## src/rtl/regfile_write_arbiter_if.sv

```systemverilog
// regfile_write_arbiter_if
//   Bundles the two writeback request channels, the register-file write
//   port and the decode hazard-check port of regfile_write_arbiter.
//   slave  : arbiter side (takes requests, drives write port and hazards)
//   master : environment side (issues requests, checks hazards)
// Signals
//   alu_req/alu_addr/alu_data/alu_ready  ALU-stage write channel
//   id_req/id_addr/id_data/id_ready      ID-stage write channel
//   rf_w_addr/enable/select/alu/id       register-file write port
//   chk_addr_0/1, hazard_0/1             decode read-address hazard check
//   pending                              busy bit per register
interface regfile_write_arbiter_if #(
  parameter int DATA_W = 32,
  parameter int ADDR_W = 3
);
  localparam int NREG = 1 << ADDR_W;

  logic              alu_req;
  logic [ADDR_W-1:0] alu_addr;
  logic [DATA_W-1:0] alu_data;
  logic              alu_ready;

  logic              id_req;
  logic [ADDR_W-1:0] id_addr;
  logic [DATA_W-1:0] id_data;
  logic              id_ready;

  logic [ADDR_W-1:0] rf_w_addr;
  logic              rf_w_enable;
  logic              rf_w_select;
  logic [DATA_W-1:0] rf_w_alu;
  logic [DATA_W-1:0] rf_w_id;

  logic [ADDR_W-1:0] chk_addr_0;
  logic [ADDR_W-1:0] chk_addr_1;
  logic              hazard_0;
  logic              hazard_1;
  logic [NREG-1:0]   pending;

  modport slave (
    input  alu_req, alu_addr, alu_data,
    output alu_ready,
    input  id_req, id_addr, id_data,
    output id_ready,
    output rf_w_addr, rf_w_enable, rf_w_select, rf_w_alu, rf_w_id,
    input  chk_addr_0, chk_addr_1,
    output hazard_0, hazard_1, pending
  );

  modport master (
    output alu_req, alu_addr, alu_data,
    input  alu_ready,
    output id_req, id_addr, id_data,
    input  id_ready,
    input  rf_w_addr, rf_w_enable, rf_w_select, rf_w_alu, rf_w_id,
    output chk_addr_0, chk_addr_1,
    input  hazard_0, hazard_1, pending
  );
endinterface

```

## src/rtl/regfile_write_arbiter.sv

```systemverilog
// regfile_write_arbiter
//   Shares the single register-file write port between the ALU-stage and
//   ID-stage writeback sources. Each source owns a one-entry holding slot.
//   Contested cycles are granted round-robin, except when both slots target
//   the same register, where the older entry goes first so the later value
//   lands last. The write port is driven from registers; pending writes
//   (held in a slot or on the write port) are reported to decode as hazards.
// Ports
//   clk    rising-edge clock
//   rst_n  asynchronous active-low reset
//   bus    regfile_write_arbiter_if.slave (request channels, write port,
//          hazard check)
module regfile_write_arbiter #(
  parameter int DATA_W = 32,
  parameter int ADDR_W = 3
) (
  input logic                   clk,
  input logic                   rst_n,
  regfile_write_arbiter_if.slave bus
);
  localparam int NREG = 1 << ADDR_W;

  // holding slots
  logic              alu_v;
  logic [ADDR_W-1:0] alu_a;
  logic [DATA_W-1:0] alu_d;
  logic              id_v;
  logic [ADDR_W-1:0] id_a;
  logic [DATA_W-1:0] id_d;

  // rr_id_next: ID wins the next contested different-address cycle.
  // age_id_older: with both slots valid, the ID entry arrived first.
  logic rr_id_next;
  logic age_id_older;

  logic grant_alu;
  logic grant_id;
  logic alu_load;
  logic id_load;

  logic [NREG-1:0] pend;

  // Grant is a function of slot state only, so ready never depends on req.
  always_comb begin
    grant_alu = 1'b0;
    grant_id  = 1'b0;
    if (alu_v && id_v) begin
      if (alu_a == id_a) begin
        if (age_id_older) grant_id  = 1'b1;
        else              grant_alu = 1'b1;
      end else begin
        if (rr_id_next)   grant_id  = 1'b1;
        else              grant_alu = 1'b1;
      end
    end else if (alu_v) begin
      grant_alu = 1'b1;
    end else if (id_v) begin
      grant_id = 1'b1;
    end
  end

  // A slot being drained this cycle can take a new entry at the same edge.
  assign bus.alu_ready = rst_n & (~alu_v | grant_alu);
  assign bus.id_ready  = rst_n & (~id_v  | grant_id);

  assign alu_load = bus.alu_req & bus.alu_ready;
  assign id_load  = bus.id_req  & bus.id_ready;

  always_ff @(posedge clk or negedge rst_n) begin
    if (!rst_n) begin
      alu_v <= 1'b0;
      alu_a <= '0;
      alu_d <= '0;
    end else if (alu_load) begin
      alu_v <= 1'b1;
      alu_a <= bus.alu_addr;
      alu_d <= bus.alu_data;
    end else if (grant_alu) begin
      alu_v <= 1'b0;
    end
  end

  always_ff @(posedge clk or negedge rst_n) begin
    if (!rst_n) begin
      id_v <= 1'b0;
      id_a <= '0;
      id_d <= '0;
    end else if (id_load) begin
      id_v <= 1'b1;
      id_a <= bus.id_addr;
      id_d <= bus.id_data;
    end else if (grant_id) begin
      id_v <= 1'b0;
    end
  end

  // Age only matters once both slots hold entries. A simultaneous load puts
  // ALU first; a load next to a still-held entry makes the held one older.
  always_ff @(posedge clk or negedge rst_n) begin
    if (!rst_n) begin
      age_id_older <= 1'b0;
    end else if (alu_load && id_load) begin
      age_id_older <= 1'b0;
    end else if (alu_load && id_v && !grant_id) begin
      age_id_older <= 1'b1;
    end else if (id_load && alu_v && !grant_alu) begin
      age_id_older <= 1'b0;
    end
  end

  // Pointer moves on every contested grant, same-address ones included,
  // so the source that just lost is favoured next time.
  always_ff @(posedge clk or negedge rst_n) begin
    if (!rst_n) begin
      rr_id_next <= 1'b0;
    end else if (alu_v && id_v) begin
      rr_id_next <= grant_alu;
    end
  end

  always_ff @(posedge clk or negedge rst_n) begin
    if (!rst_n) begin
      bus.rf_w_enable <= 1'b0;
      bus.rf_w_select <= 1'b0;
      bus.rf_w_addr   <= '0;
      bus.rf_w_alu    <= '0;
      bus.rf_w_id     <= '0;
    end else begin
      bus.rf_w_enable <= grant_alu | grant_id;
      bus.rf_w_select <= grant_id;
      bus.rf_w_addr   <= grant_id ? id_a : (grant_alu ? alu_a : '0);
      bus.rf_w_alu    <= grant_alu ? alu_d : '0;
      bus.rf_w_id     <= grant_id ? id_d : '0;
    end
  end

  always_comb begin
    pend = '0;
    for (int r = 0; r < NREG; r++) begin
      pend[r] = (alu_v && (alu_a == ADDR_W'(r))) ||
                (id_v && (id_a == ADDR_W'(r))) ||
                (bus.rf_w_enable && (bus.rf_w_addr == ADDR_W'(r)));
    end
  end

  assign bus.pending  = pend;
  assign bus.hazard_0 = pend[bus.chk_addr_0];
  assign bus.hazard_1 = pend[bus.chk_addr_1];

  grant_onehot: assert property (@(posedge clk) disable iff (!rst_n)
    !(grant_alu && grant_id));

endmodule

```

## src/flat_wrapper.sv

```systemverilog
// flat-port wrapper written by rule: the top's interface ports become plain ports
module regfile_write_arbiter_flat 
#(
  parameter int DATA_W = 32,
  parameter int ADDR_W = 3
)
  (clk, rst_n, bus_alu_req, bus_alu_addr, bus_alu_data, bus_alu_ready, bus_id_req, bus_id_addr, bus_id_data, bus_id_ready, bus_rf_w_addr, bus_rf_w_enable, bus_rf_w_select, bus_rf_w_alu, bus_rf_w_id, bus_chk_addr_0, bus_chk_addr_1, bus_hazard_0, bus_hazard_1, bus_pending);
  regfile_write_arbiter_if #(.DATA_W(DATA_W), .ADDR_W(ADDR_W)) bus_i ();
  input logic clk;
  input logic rst_n;
  input wire logic [$bits(bus_i.alu_req)-1:0] bus_alu_req;
  input wire logic [$bits(bus_i.alu_addr)-1:0] bus_alu_addr;
  input wire logic [$bits(bus_i.alu_data)-1:0] bus_alu_data;
  output wire logic [$bits(bus_i.alu_ready)-1:0] bus_alu_ready;
  input wire logic [$bits(bus_i.id_req)-1:0] bus_id_req;
  input wire logic [$bits(bus_i.id_addr)-1:0] bus_id_addr;
  input wire logic [$bits(bus_i.id_data)-1:0] bus_id_data;
  output wire logic [$bits(bus_i.id_ready)-1:0] bus_id_ready;
  output wire logic [$bits(bus_i.rf_w_addr)-1:0] bus_rf_w_addr;
  output wire logic [$bits(bus_i.rf_w_enable)-1:0] bus_rf_w_enable;
  output wire logic [$bits(bus_i.rf_w_select)-1:0] bus_rf_w_select;
  output wire logic [$bits(bus_i.rf_w_alu)-1:0] bus_rf_w_alu;
  output wire logic [$bits(bus_i.rf_w_id)-1:0] bus_rf_w_id;
  input wire logic [$bits(bus_i.chk_addr_0)-1:0] bus_chk_addr_0;
  input wire logic [$bits(bus_i.chk_addr_1)-1:0] bus_chk_addr_1;
  output wire logic [$bits(bus_i.hazard_0)-1:0] bus_hazard_0;
  output wire logic [$bits(bus_i.hazard_1)-1:0] bus_hazard_1;
  output wire logic [$bits(bus_i.pending)-1:0] bus_pending;
  assign bus_i.alu_req = bus_alu_req;
  assign bus_i.alu_addr = bus_alu_addr;
  assign bus_i.alu_data = bus_alu_data;
  assign bus_alu_ready = bus_i.alu_ready;
  assign bus_i.id_req = bus_id_req;
  assign bus_i.id_addr = bus_id_addr;
  assign bus_i.id_data = bus_id_data;
  assign bus_id_ready = bus_i.id_ready;
  assign bus_rf_w_addr = bus_i.rf_w_addr;
  assign bus_rf_w_enable = bus_i.rf_w_enable;
  assign bus_rf_w_select = bus_i.rf_w_select;
  assign bus_rf_w_alu = bus_i.rf_w_alu;
  assign bus_rf_w_id = bus_i.rf_w_id;
  assign bus_i.chk_addr_0 = bus_chk_addr_0;
  assign bus_i.chk_addr_1 = bus_chk_addr_1;
  assign bus_hazard_0 = bus_i.hazard_0;
  assign bus_hazard_1 = bus_i.hazard_1;
  assign bus_pending = bus_i.pending;
  regfile_write_arbiter #(.DATA_W(DATA_W), .ADDR_W(ADDR_W)) u_core (.clk(clk), .rst_n(rst_n), .bus(bus_i));
endmodule
```

## config.mk

```make
export PLATFORM = sky130hd
export DESIGN_NAME = regfile_write_arbiter_flat
export DESIGN_NICKNAME = d
export VERILOG_FILES = /design/src/rtl/regfile_write_arbiter_if.sv /design/src/rtl/regfile_write_arbiter.sv /design/src/flat_wrapper.sv
export SDC_FILE = /design/constraint.sdc
export NUM_CORES = 1
export LEC_CHECK = 0
export CAP_MARGIN = 20
export CORE_MARGIN = 2
export CORE_UTILIZATION = 47
export CTS_CLUSTER_SIZE = 40
export DETAILED_ROUTE_END_ITERATION = 8
export GPL_TIMING_DRIVEN = 0
export PLACE_DENSITY = 0.9
export SLEW_MARGIN = 15
export SYNTH_ARGS = -nofsm -noshare
export SYNTH_HDL_FRONTEND = slang
export SYNTH_SLANG_ARGS = --single-unit
```

## constraint.sdc

```tcl
create_clock -name clk -period 2.5 [get_ports clk]
set_input_delay 0.5 -clock clk [delete_from_list [all_inputs] [get_ports clk]]
set_output_delay 0.5 -clock clk [all_outputs]
set_load 0.05 [all_outputs]
```

==> flow_summary.yaml <==
status:
  status: "complete, but fails checks"
  violations: "negative setup slack"
cells_and_area:
  final_core_util_pct: 75.4
  final_cell_area_sq_um: 8650
  antennaDiodeCount: 0
  fillerInstances: 682
  nets: 673
  synthToLayoutAreaGrowth_pct: 55.7
  layout-drive-gt1-share_pct: 32.7
  final_cells: 749
setup_path:
  cp.arrival_ns: 2.23
  crit_buf_inv: 2
  cp-end-kind: "output pin"
  cp_top_family: "multiplexers"
  path_cells: "buf_6 > nor4bb_1 > nor3_2 > mux2i_1 > mux4_2 > buf_8"
  max_stage_delay_ns: 0.49
  critical_path_class: "flop to output pin"
  crit_fanout: 5
  required_ns: 2.00
  r2r-start: "u_core.alu_a[1]$_DFFE_PN0P_"
  crit_path_start_kind: "flop"
  critPathSlowestCell: "mux4_2"
  crit_path_start: "u_core.id_v$_DFFE_PN0P_"
sta:
  relSlewSlack_pct: 53.6
  rsz0062_at_grt: "true"
  skew_ns: 0.0120
  max_freq_mhz: 367
  setup_viol: 30
  setup_tns_ns: -1.23
  finalHoldViolations: 0
  fin_ws_ns: -0.228
  post-route-min-period_ns: 2.73
  min_period_over_period_pct: 109
  finalMaxSlewViolations: 0
  worst_pin_slew_ns: 0.690
power_and_ir_drop:
  ir_drop_uv: 728
  power.density_nw_per_um2: 912
  p_leak_nw: 3.81
yosys:
  netlist_area_sq_um: 5560
  synth-main-ff-cell: "dfrtp_1"
  synth-async-reset-ratio_pct: 100
  synth.area.top_cells: "dfrtp_1 64%, mux2_2 15%, and2_1 7.4%"
  ys_warn_count: 0
  postSynthCellCount: 381
  syn-num-nets: 461
  synth_most_common_cell: "dfrtp_1"
  synth_area_leader_cell: "dfrtp_1"
  ys_seq_area_share_pct: 64.4
  synth.avg_cell_area_sq_um: 14.6
  synth_common_cells: "143 x dfrtp_1, 72 x mux2_2, 66 x and2_1"
  yosysTopAreaCellShare_pct: 64.4
  synth_cell_types: 33
  synth_edf_count: 0
  ys_seq_elements: 143
floorplan:
  core_sq_um: 11500
  die_x_um: 113
  num_rows: 39
  die_h_um: 113
  start_util_pct: 48.4
  io_pins: 161
  dieArea_sq_um: 12700
detailed_routing:
  wirelength_um: 14200
  dr.pass1.iters: 4
  drt_first_iter_violations: 208
  vias: 3901
  viasPerCell: 5.21
  final_antenna_net_count: 0
  drcViolationCount: 0
  wl_per_cell_um: 18.9
global_route:
  grt_max_degree: 79
  antenna_found_initial: 0
  grt_overflow_total: 0
  grt_pass1_wl_um: 21600
  first_global_vias: 4251
  grtUsageTotal_pct: 22.1
clocking:
  cts.sinks: 143
  h-tree-depth: 4
  clk_latency_ns: 0.42
  cts_tree: "yes"
  cts_buffers: 17
  cts.hold.buffers_added: 0
  cts-root-buf: "clkbuf_16"
  cts_buffer_depth: 2
  clk_pin_slew_worst_paths_ns: 0.06
placement:
  place_area_sq_um: 7400
  place_inst: 685
  hpwl_um: 9000
  pre_cts_ws_ns: -0.653
  io_buffers: 160
  gp_congestion: 0.787
job:
  drv_cap: 0
worst_hold_path:
  holdCritPathClass: "input port to asynchronous set/reset pin"
-- cell families (layout without fill, tap and decap cells) --
| kind of cell | after synthesis | after routing | synth area share (%) |
|---|---|---|---|
| AND/OR/NAND/NOR | 115 | 115 | 13.8 |
| AO/OA/AOI/OAI | 13 | 13 | 2.41 |
| flip-flops | 143 | 143 | 64.4 |
| buffers and inverters | 29 | 254 | 2.79 |
| multiplexers | 78 | 78 | 16.1 |
| XOR/XNOR | 3 | 3 | 0.473 |
-- metrics by stage --
stage	power [mW]	hold slack (ns)
floorplan	4.14	0.204
global placement	4.80	0.454
detailed placement	4.89	0.462
CTS	7.76	0.0358
global route	8.20	0.0523
finish	7.89	0.0197
-- layer usage --
metal / part of all wire [%] / GRT usage [%] / up-vias
li1: - / - / 1755
met5: 0 / 0 / -
met2: 53 / 38.2 / 148
met1: 37 / 24.0 / 1962
met3: 7.3 / 8.41 / 36
met4: 3.0 / 10.5 / 0
-- area by class of cell --
type | instances | area, sq um | share of cell area, %
clock buffers | 20 | 457 | 5.28
clock inverters | 12 | 183 | 2.11
plain buffers | 20 | 228 | 2.63
inverters | 8 | 30.0 | 0.347
repair buffers | 194 | 1960 | 22.7
well taps | 143 | 179 | 2.07
multi-input cells | 209 | 2020 | 23.4
flip-flops and latches | 143 | 3590 | 41.5
-- registers in the layout, summed over array words and instances (netlist names) --
signal,cells
u_core.id_v,1
u_core.alu_d,32
u_core.bus.rf_w_addr,3
u_core.bus.rf_w_enable,1
u_core.bus.rf_w_alu,32
u_core.alu_v,1
u_core.rr_id_next,1
u_core.id_a,3
u_core.alu_a,3
u_core.age_id_older,1
u_core.bus.rf_w_id,32
u_core.bus.rf_w_select,1
u_core.id_d,32
-- repair_timing --
action | in CTS | in global routing
buffers inserted | 16 | 14
setup endpoints to repair | 40 | 85
pin swaps | 9 | 7
resized for setup | 96 | 43
gates cloned | 0 | 3
-- report_power, final --
| part | total (mW) | leakage [nW] | switching (mW) | internal [mW] |
|---|---|---|---|---|
| Sequential | 2.89 | 1.78 | 0.203 | 2.69 |
| Clock | 2.70 | 0.303 | 0.966 | 1.73 |
| Combinational | 2.30 | 1.72 | 1.30 | 1.00 |
-- layout by cell type, fill, tap and decap left out, types with 4 or more instances in the layout --
master             n
clkbuf_8           5
dfrtp_2            6
nand4_1            4
nor4bb_1           4
clkbuf_1           4
inv_1              7
clkdlybuf4s50_1  147
mux2i_1            4
clkbuf_16         20
buf_8              8
clkbuf_2           4
bufinv_16          4
buf_4             24
nand4b_1           9
dfrtp_1          137
mux2_2            70
and2_1            66
buf_6             12
-- worst paths after layout --
kind | to | slack (ns) | depth (start not counted)
min in group clk | u_core.bus.rf_w_alu[29]$_DFF_PN0_ | 0.48 | 1
max in group asynchronous | u_core.id_d[7]$_DFFE_PN0N_ | 1.72 | 2
setup reg to reg | u_core.id_d[25]$_DFFE_PN0N_ | -0.04 | 9
hold reg to reg | u_core.bus.rf_w_alu[29]$_DFF_PN0_ | 0.48 | 1
setup / recovery | bus_hazard_0 | -0.23 | 6
hold / removal | u_core.bus.rf_w_alu[8]$_DFF_PN0_ | 0.02 | 1
No activity file was read; power rests on OpenSTA's default activity.
